<file path="config.mk">
export PLATFORM = sky130hd
export DESIGN_NAME = demux4_buf_flat
export DESIGN_NICKNAME = d
export VERILOG_FILES = /design/src/rtl/demux_pkg.sv /design/src/rtl/demux4_buf_if.sv /design/src/rtl/demux_slot.sv /design/src/rtl/demux4_buf.sv /design/src/flat_wrapper.sv
export SDC_FILE = /design/constraint.sdc
export NUM_CORES = 1
export LEC_CHECK = 0
export BUFFER_PORTS_ARGS = -buffer_cell sky130_fd_sc_hd__buf_4
export CORE_MARGIN = 2
export CORE_UTILIZATION = 47
export DETAILED_ROUTE_END_ITERATION = 7
export GPL_TIMING_DRIVEN = 0
export PLACE_DENSITY = 0.88
export SLEW_MARGIN = 20
export SYNTH_ARGS = -nofsm -noshare
export SYNTH_HDL_FRONTEND = slang
export SYNTH_SLANG_ARGS = --single-unit
</file>
<file path="constraint.sdc">
create_clock -name clk -period 1.9 [get_ports clk]
set_input_delay 0.095 -clock clk [delete_from_list [all_inputs] [get_ports clk]]
set_output_delay 0.095 -clock clk [all_outputs]
set_load 0.005 [all_outputs]
</file>
<file path="src/rtl/demux_pkg.sv">
// Shared types and helpers for the buffered 1-to-4 demultiplexer.
package demux_pkg;

    typedef logic [1:0] chan_t;

    localparam int NCHAN = 4;

    // Round-robin successor; 3 wraps back to 0.
    function automatic chan_t next_ptr(input chan_t p);
        return (p == chan_t'(NCHAN - 1)) ? chan_t'(0) : chan_t'(p + chan_t'(1));
    endfunction

endpackage

</file>
<file path="src/rtl/demux4_buf_if.sv">
// Stream-in / four-channel-out handshake bundle for demux4_buf.
interface demux4_buf_if #(
    parameter int W = 4
);
    logic [W-1:0] d;
    logic [1:0]   s;
    logic         auto;
    logic         in_valid;
    logic         in_ready;
    logic [W-1:0] y0;
    logic [W-1:0] y1;
    logic [W-1:0] y2;
    logic [W-1:0] y3;
    logic [3:0]   y_valid;
    logic [3:0]   y_ready;
    logic [1:0]   ptr;

    modport master (
        output d, s, auto, in_valid, y_ready,
        input  in_ready, y0, y1, y2, y3, y_valid, ptr
    );

    modport slave (
        input  d, s, auto, in_valid, y_ready,
        output in_ready, y0, y1, y2, y3, y_valid, ptr
    );
endinterface

</file>
<file path="src/rtl/demux_slot.sv">
// One-entry holding register for a single output channel.
// A write in the same cycle as a drain reloads the slot without a bubble.
module demux_slot #(
    parameter int W = 4
) (
    input  logic         clk,
    input  logic         reset,
    input  logic         wr,
    input  logic [W-1:0] din,
    input  logic         rd,
    output logic [W-1:0] dout,
    output logic         valid,
    output logic         full
);
    logic [W-1:0] r_data;
    logic         r_valid;

    // NOTE: sequential state uses non-blocking (<=) so every flop samples pre-edge values.
    always_ff @(posedge clk) begin
        if (reset) begin
            r_valid <= 1'b0;
            r_data  <= '0;
        end else if (wr) begin
            r_data  <= din;
            r_valid <= 1'b1;
        end else if (rd) begin
            r_valid <= 1'b0;
        end
    end

    assign dout  = r_data;
    assign valid = r_valid;
    // Cannot take a word only when occupied and not being drained this cycle.
    assign full  = r_valid && !rd;

endmodule

</file>
<file path="src/rtl/demux4_buf.sv">
// Buffered 1-to-4 demux: routes the input stream to a slot chosen by s or
// by a round-robin pointer that advances only on accepted auto-mode words.
module demux4_buf
    import demux_pkg::*;
#(
    parameter int W = 4
) (
    input  logic       clk,
    input  logic       reset,
    demux4_buf_if.slave bus
);
    chan_t            r_ptr;
    chan_t            w_dst;
    logic             w_accept;
    logic [NCHAN-1:0] w_wr;
    logic [NCHAN-1:0] w_full;
    logic [NCHAN-1:0] w_valid;
    logic [W-1:0]     w_dout [NCHAN];

    // NOTE: every always_comb output gets a default first so no latch is inferred.
    always_comb begin
        w_dst = bus.s;
        if (bus.auto) begin
            w_dst = r_ptr;
        end
    end

    // in_ready depends on y_ready (via full) but never on in_valid.
    assign bus.in_ready = !w_full[w_dst];
    assign w_accept     = bus.in_valid && bus.in_ready;

    for (genvar k = 0; k < NCHAN; k++) begin : g_slot
        assign w_wr[k] = w_accept && (w_dst == chan_t'(k));

        demux_slot #(.W(W)) u_slot (
            .clk   (clk),
            .reset (reset),
            .wr    (w_wr[k]),
            .din   (bus.d),
            .rd    (bus.y_ready[k]),
            .dout  (w_dout[k]),
            .valid (w_valid[k]),
            .full  (w_full[k])
        );
    end

    always_ff @(posedge clk) begin
        if (reset) begin
            r_ptr <= '0;
        end else if (w_accept && bus.auto) begin
            r_ptr <= next_ptr(r_ptr);
        end
    end

    assign bus.y0      = w_dout[0];
    assign bus.y1      = w_dout[1];
    assign bus.y2      = w_dout[2];
    assign bus.y3      = w_dout[3];
    assign bus.y_valid = w_valid;
    assign bus.ptr     = r_ptr;

endmodule

</file>
<file path="src/flat_wrapper.sv">
// flat-port wrapper written by rule: the top's interface ports become plain ports
module demux4_buf_flat import demux_pkg::*;
#(
    parameter int W = 4
)
  (clk, reset, bus_d, bus_s, bus_auto, bus_in_valid, bus_y_ready, bus_in_ready, bus_y0, bus_y1, bus_y2, bus_y3, bus_y_valid, bus_ptr);
  demux4_buf_if #(.W(W)) bus_i ();
  input  logic clk;
  input  logic reset;
  input wire logic [$bits(bus_i.d)-1:0] bus_d;
  input wire logic [$bits(bus_i.s)-1:0] bus_s;
  input wire logic [$bits(bus_i.auto)-1:0] bus_auto;
  input wire logic [$bits(bus_i.in_valid)-1:0] bus_in_valid;
  input wire logic [$bits(bus_i.y_ready)-1:0] bus_y_ready;
  output wire logic [$bits(bus_i.in_ready)-1:0] bus_in_ready;
  output wire logic [$bits(bus_i.y0)-1:0] bus_y0;
  output wire logic [$bits(bus_i.y1)-1:0] bus_y1;
  output wire logic [$bits(bus_i.y2)-1:0] bus_y2;
  output wire logic [$bits(bus_i.y3)-1:0] bus_y3;
  output wire logic [$bits(bus_i.y_valid)-1:0] bus_y_valid;
  output wire logic [$bits(bus_i.ptr)-1:0] bus_ptr;
  assign bus_i.d = bus_d;
  assign bus_i.s = bus_s;
  assign bus_i.auto = bus_auto;
  assign bus_i.in_valid = bus_in_valid;
  assign bus_i.y_ready = bus_y_ready;
  assign bus_in_ready = bus_i.in_ready;
  assign bus_y0 = bus_i.y0;
  assign bus_y1 = bus_i.y1;
  assign bus_y2 = bus_i.y2;
  assign bus_y3 = bus_i.y3;
  assign bus_y_valid = bus_i.y_valid;
  assign bus_ptr = bus_i.ptr;
  demux4_buf #(.W(W)) u_core (.clk(clk), .reset(reset), .bus(bus_i));
endmodule
</file>
==> impl_results.md <==
* IO Pins at 37
* All-layer global routing usage at between 10% and 20%
* Most frequent cells in the layout: 39 x buf_4, 22 x dfxtp_1, 19 x nor2_1
* FF-to-FF End: u_core.bus.ptr[0]$_SDFFE_PP0P_
* Crit Path Category: register to output port
* Maximum fanout along the worst path at 8
* Sw Share at a little under a quarter
* Mapped cell area at approximately 970 sq um
* Sequential share of power at 49.1%
* Routed Antenna Nets at 0
* R2r setup slk at between 0.1 and 0.15 ns
* Diode count at 0
* Fin crit share at a little over nine tenths
* Longest Clk Path Bufs at 2
* Vias in the first global route at about 780
* Die width at a little under 50 microns
* Final worst slack at about 0.094 ns
* Post-synthesis cell type count at 24
* P_leak at 0.6793 nW
* Post-route minimum period at roughly 1.8 ns
* Required time of the critical path at about 1.8 ns
* Core area at between 0.0015 and 0.002 sq mm
* Tightest Pin Transition at roughly 0.42 ns
* Fillers at 161
* DRT iter0 DRCs at 15
* First-pass GRT wire length at 3.553 mm
* Final setup viols at 0
* Synth Area in Compound Gates at approximately 5.3%
* Fmax at around 0.55 GHz
* Clock network power share at approximately a third
* Post-Synth Adder-Cell Area at 1.295%
* Sequential share of the synthesized area at 45.60%
* Ratio of cells with drive above 1 in the final layout at about a third
* GP Congestion at 0.7907
* Synthesized Nets at around 120
* DP Worst Slack at 0.1633 ns
* Multiplexer share of the synthesized area at 23.45%
* Clk_lat worst skew at around 0.31 ns
* Setup repair after global routing missed its margin: false
* Synth Area in XOR/XNOR at 0%
* Fin. max-slew vios at 0
* Sequential cell area at ~440 sq um
* Root Driver: clkbuf_4
* Slew HR at 71.46%
* Critical path arrival at around 1.7 ns
* Synthesis-to-finish area growth at 37.56%
* Worst-path clk slew at around 0.13 ns
* VDD IR max at roughly 0.00057 V
* Syn Area/Cell at 9.659 sq um
* Die height at between 40 and 50 microns
* WHS Endpoint: u_core.g_slot[2].u_slot.dout[0]$_SDFFE_PP0P_
* Antenna violations before repair at 0
* Multi-input gate area at 479.2 sq um
* CP endpoint kind: output port
* Status: completed
* Commonest non-fill, non-tap cell in the layout: buf_4
* Crit. Startpoint: u_core.bus.ptr[1]$_SDFFE_PP0P_
* Post-DP HPWL at 1.644 mm
* TritonCTS clock tree: built
* Cells after Synth at 100
* Ys Warns at 0
* Yosys reg bits at 22
* TritonCTS buffer count at 3
* Max-cap violations at 0
* Largest family of logic cells by synthesized area: multiplexers
* Final setup TNS at 0 ns
* Clock skew at approximately 0.0098 ns
* Drt total wl at ~2.2 mm
* Drt drc at 0
* Die area at 0.002434 sq mm
* Via count at between 800 and 900
* Launching point of the worst reg2reg path: u_core.bus.ptr[0]$_SDFFE_PP0P_
* Initial Util at between 40 and 50%
* H-tree Lvls at 1
* Sw Pwr at between 0.2 and 0.25 mW
* # clock sinks at 22
* Simple logic cell fraction of the synthesized area at a little under a fifth
* Overflow after GRT at 0
* Combinational share of power at 16.1%
* Design internal power at between 0.7 and 0.8 mW
* # rows at 16
* Startpoint class of the critical path: register
* Largest net degree at the start of global routing at 14
* Fin nets at between 150 and 200
* Hold path cells at 3
* Final Hold Viols at 0
* DR pass1 iterations at 4
* R2r worst-path depth at 4
* Port-buffer cells at 35
* Hold wc startpoint: bus_d[0]
* Power per cell area at 764.7 mW/mm^2
* Wire length per cell at around 13 microns
* DR vias/cell at roughly 5.2
* Hold Crit Class: input pin to register
==> synth_stat cells <==
library cell / count / area [sq um]
dfxtp_1: 22 / 440.4
mux2i_1: 19 / 190.2
nor2_1: 19 / 71.32
a21oi_1: 5 / 25.02
buf_4: 4 / 30.03
nand2b_1: 4 / 25.02
nand2_1: 3 / 11.26
nand4b_1: 3 / 26.28
clkbuf_1: 2 / 7.510
mux2_2: 2 / 22.52
nand3_1: 2 / 10.01
nand4_1: 2 / 12.51
o21ai_0: 2 / 10.01
a2111oi_0: 1 / 8.760
and2_1: 1 / 6.260
buf_1: 1 / 3.750
buf_2: 1 / 5.000
ha_1: 1 / 12.51
inv_1: 1 / 3.750
mux2i_2: 1 / 13.76
nor2b_1: 1 / 6.260
o31ai_1: 1 / 7.510
or3_1: 1 / 6.260
or4b_1: 1 / 10.01
==> power by group through the flow <==
| stage | registers [mW] | clock network [mW] | logic, mW |
|---|---|---|---|
| 2_1_floorplan | 0.508 | 0 | 0.0827 |
| 3_3_place_gp | 0.508 | 0 | 0.155 |
| 3_5_place_dp | 0.509 | 0 | 0.160 |
| 4_1_cts | 0.499 | 0.357 | 0.164 |
| 5_1_grt | 0.502 | 0.373 | 0.178 |
| 6_report | 0.499 | 0.354 | 0.163 |
==> cell families after synthesis <==
| kind of cell | Yosys count |
|---|---|
| compound gates | 9 |
| fa+ha+maj | 1 |
| buf+inv | 9 |
| flops | 22 |
| mux | 22 |
| simple gates | 37 |
==> area by class of cell <==
class / instances / area share (%)
Multi-Input combinational cell: 69 / 36.06
Sequential cell: 22 / 33.15
Timing Repair Buffer: 36 / 20.53
Buffer: 8 / 3.484
Tap cell: 27 / 2.542
Clock inverter: 1 / 2.260
Clock buffer: 3 / 1.695
Inverter: 1 / 0.2825
==> state kept, by name, summed over array words and instances (netlist names) <==
| register | cells |
|---|---|
| u_core.g_slot.u_slot.dout | 16 |
| u_core.bus.ptr | 2 |
| u_core.g_slot.u_slot.valid | 4 |
==> metrics by stage <==
stage,instance area [sq um],util (%),cells,hold slack [ns],power [mW]
6_report,1329,68.43,167,0.04177,1.016
5_1_grt,1329,68.43,167,0.03194,1.054
4_1_cts,1329,68.43,167,0.03810,1.019
3_5_place_dp,1262,65.01,162,0.3021,0.6691
3_3_place_gp,1262,65.01,162,0.2969,0.6622
2_1_floorplan,965.9,-,100,0.1641,0.5905
==> worst max-delay path by stage <==
stage	to	slack, ns	cells after the start
floorplan	u_core.g_slot[3].u_slot.dout[3]$_SDFFE_PP0P_	0.29	5
global placement	u_core.g_slot[3].u_slot.dout[1]$_SDFFE_PP0P_	0.19	5
detailed placement	u_core.g_slot[3].u_slot.dout[2]$_SDFFE_PP0P_	0.16	5
CTS	bus_in_ready	0.10	5
global route	u_core.bus.ptr[0]$_SDFFE_PP0P_	0.01	4
finish	bus_in_ready	0.09	5
==> worst max-delay path: stages (launching register included) <==
cell	delay [ns]
dfxtp_1	0.41
mux2i_2	0.35
mux2_2	0.38
nand2_1	0.06
o21ai_0	0.07
buf_4	0.15
==> timing repair <==
| item | in CTS | in global routing |
|---|---|---|
| resized for setup | 1 | 0 |
| endpoints found under the hold margin | 1 | 0 |
| buffers inserted | 0 | 0 |
| endpoints found under the setup margin | 1 | 0 |
| hold buffers | 1 | 0 |
==> metal layers <==
layer  GRT usage (%)  wire (microns)  up-vias
met4           5.714               0        0
met2           32.88            1063       35
met3           2.761             159        0
li1                -               -      426
met1           23.09             967      401
met5               0               0        -
Power figures use the tool's default switching activity.
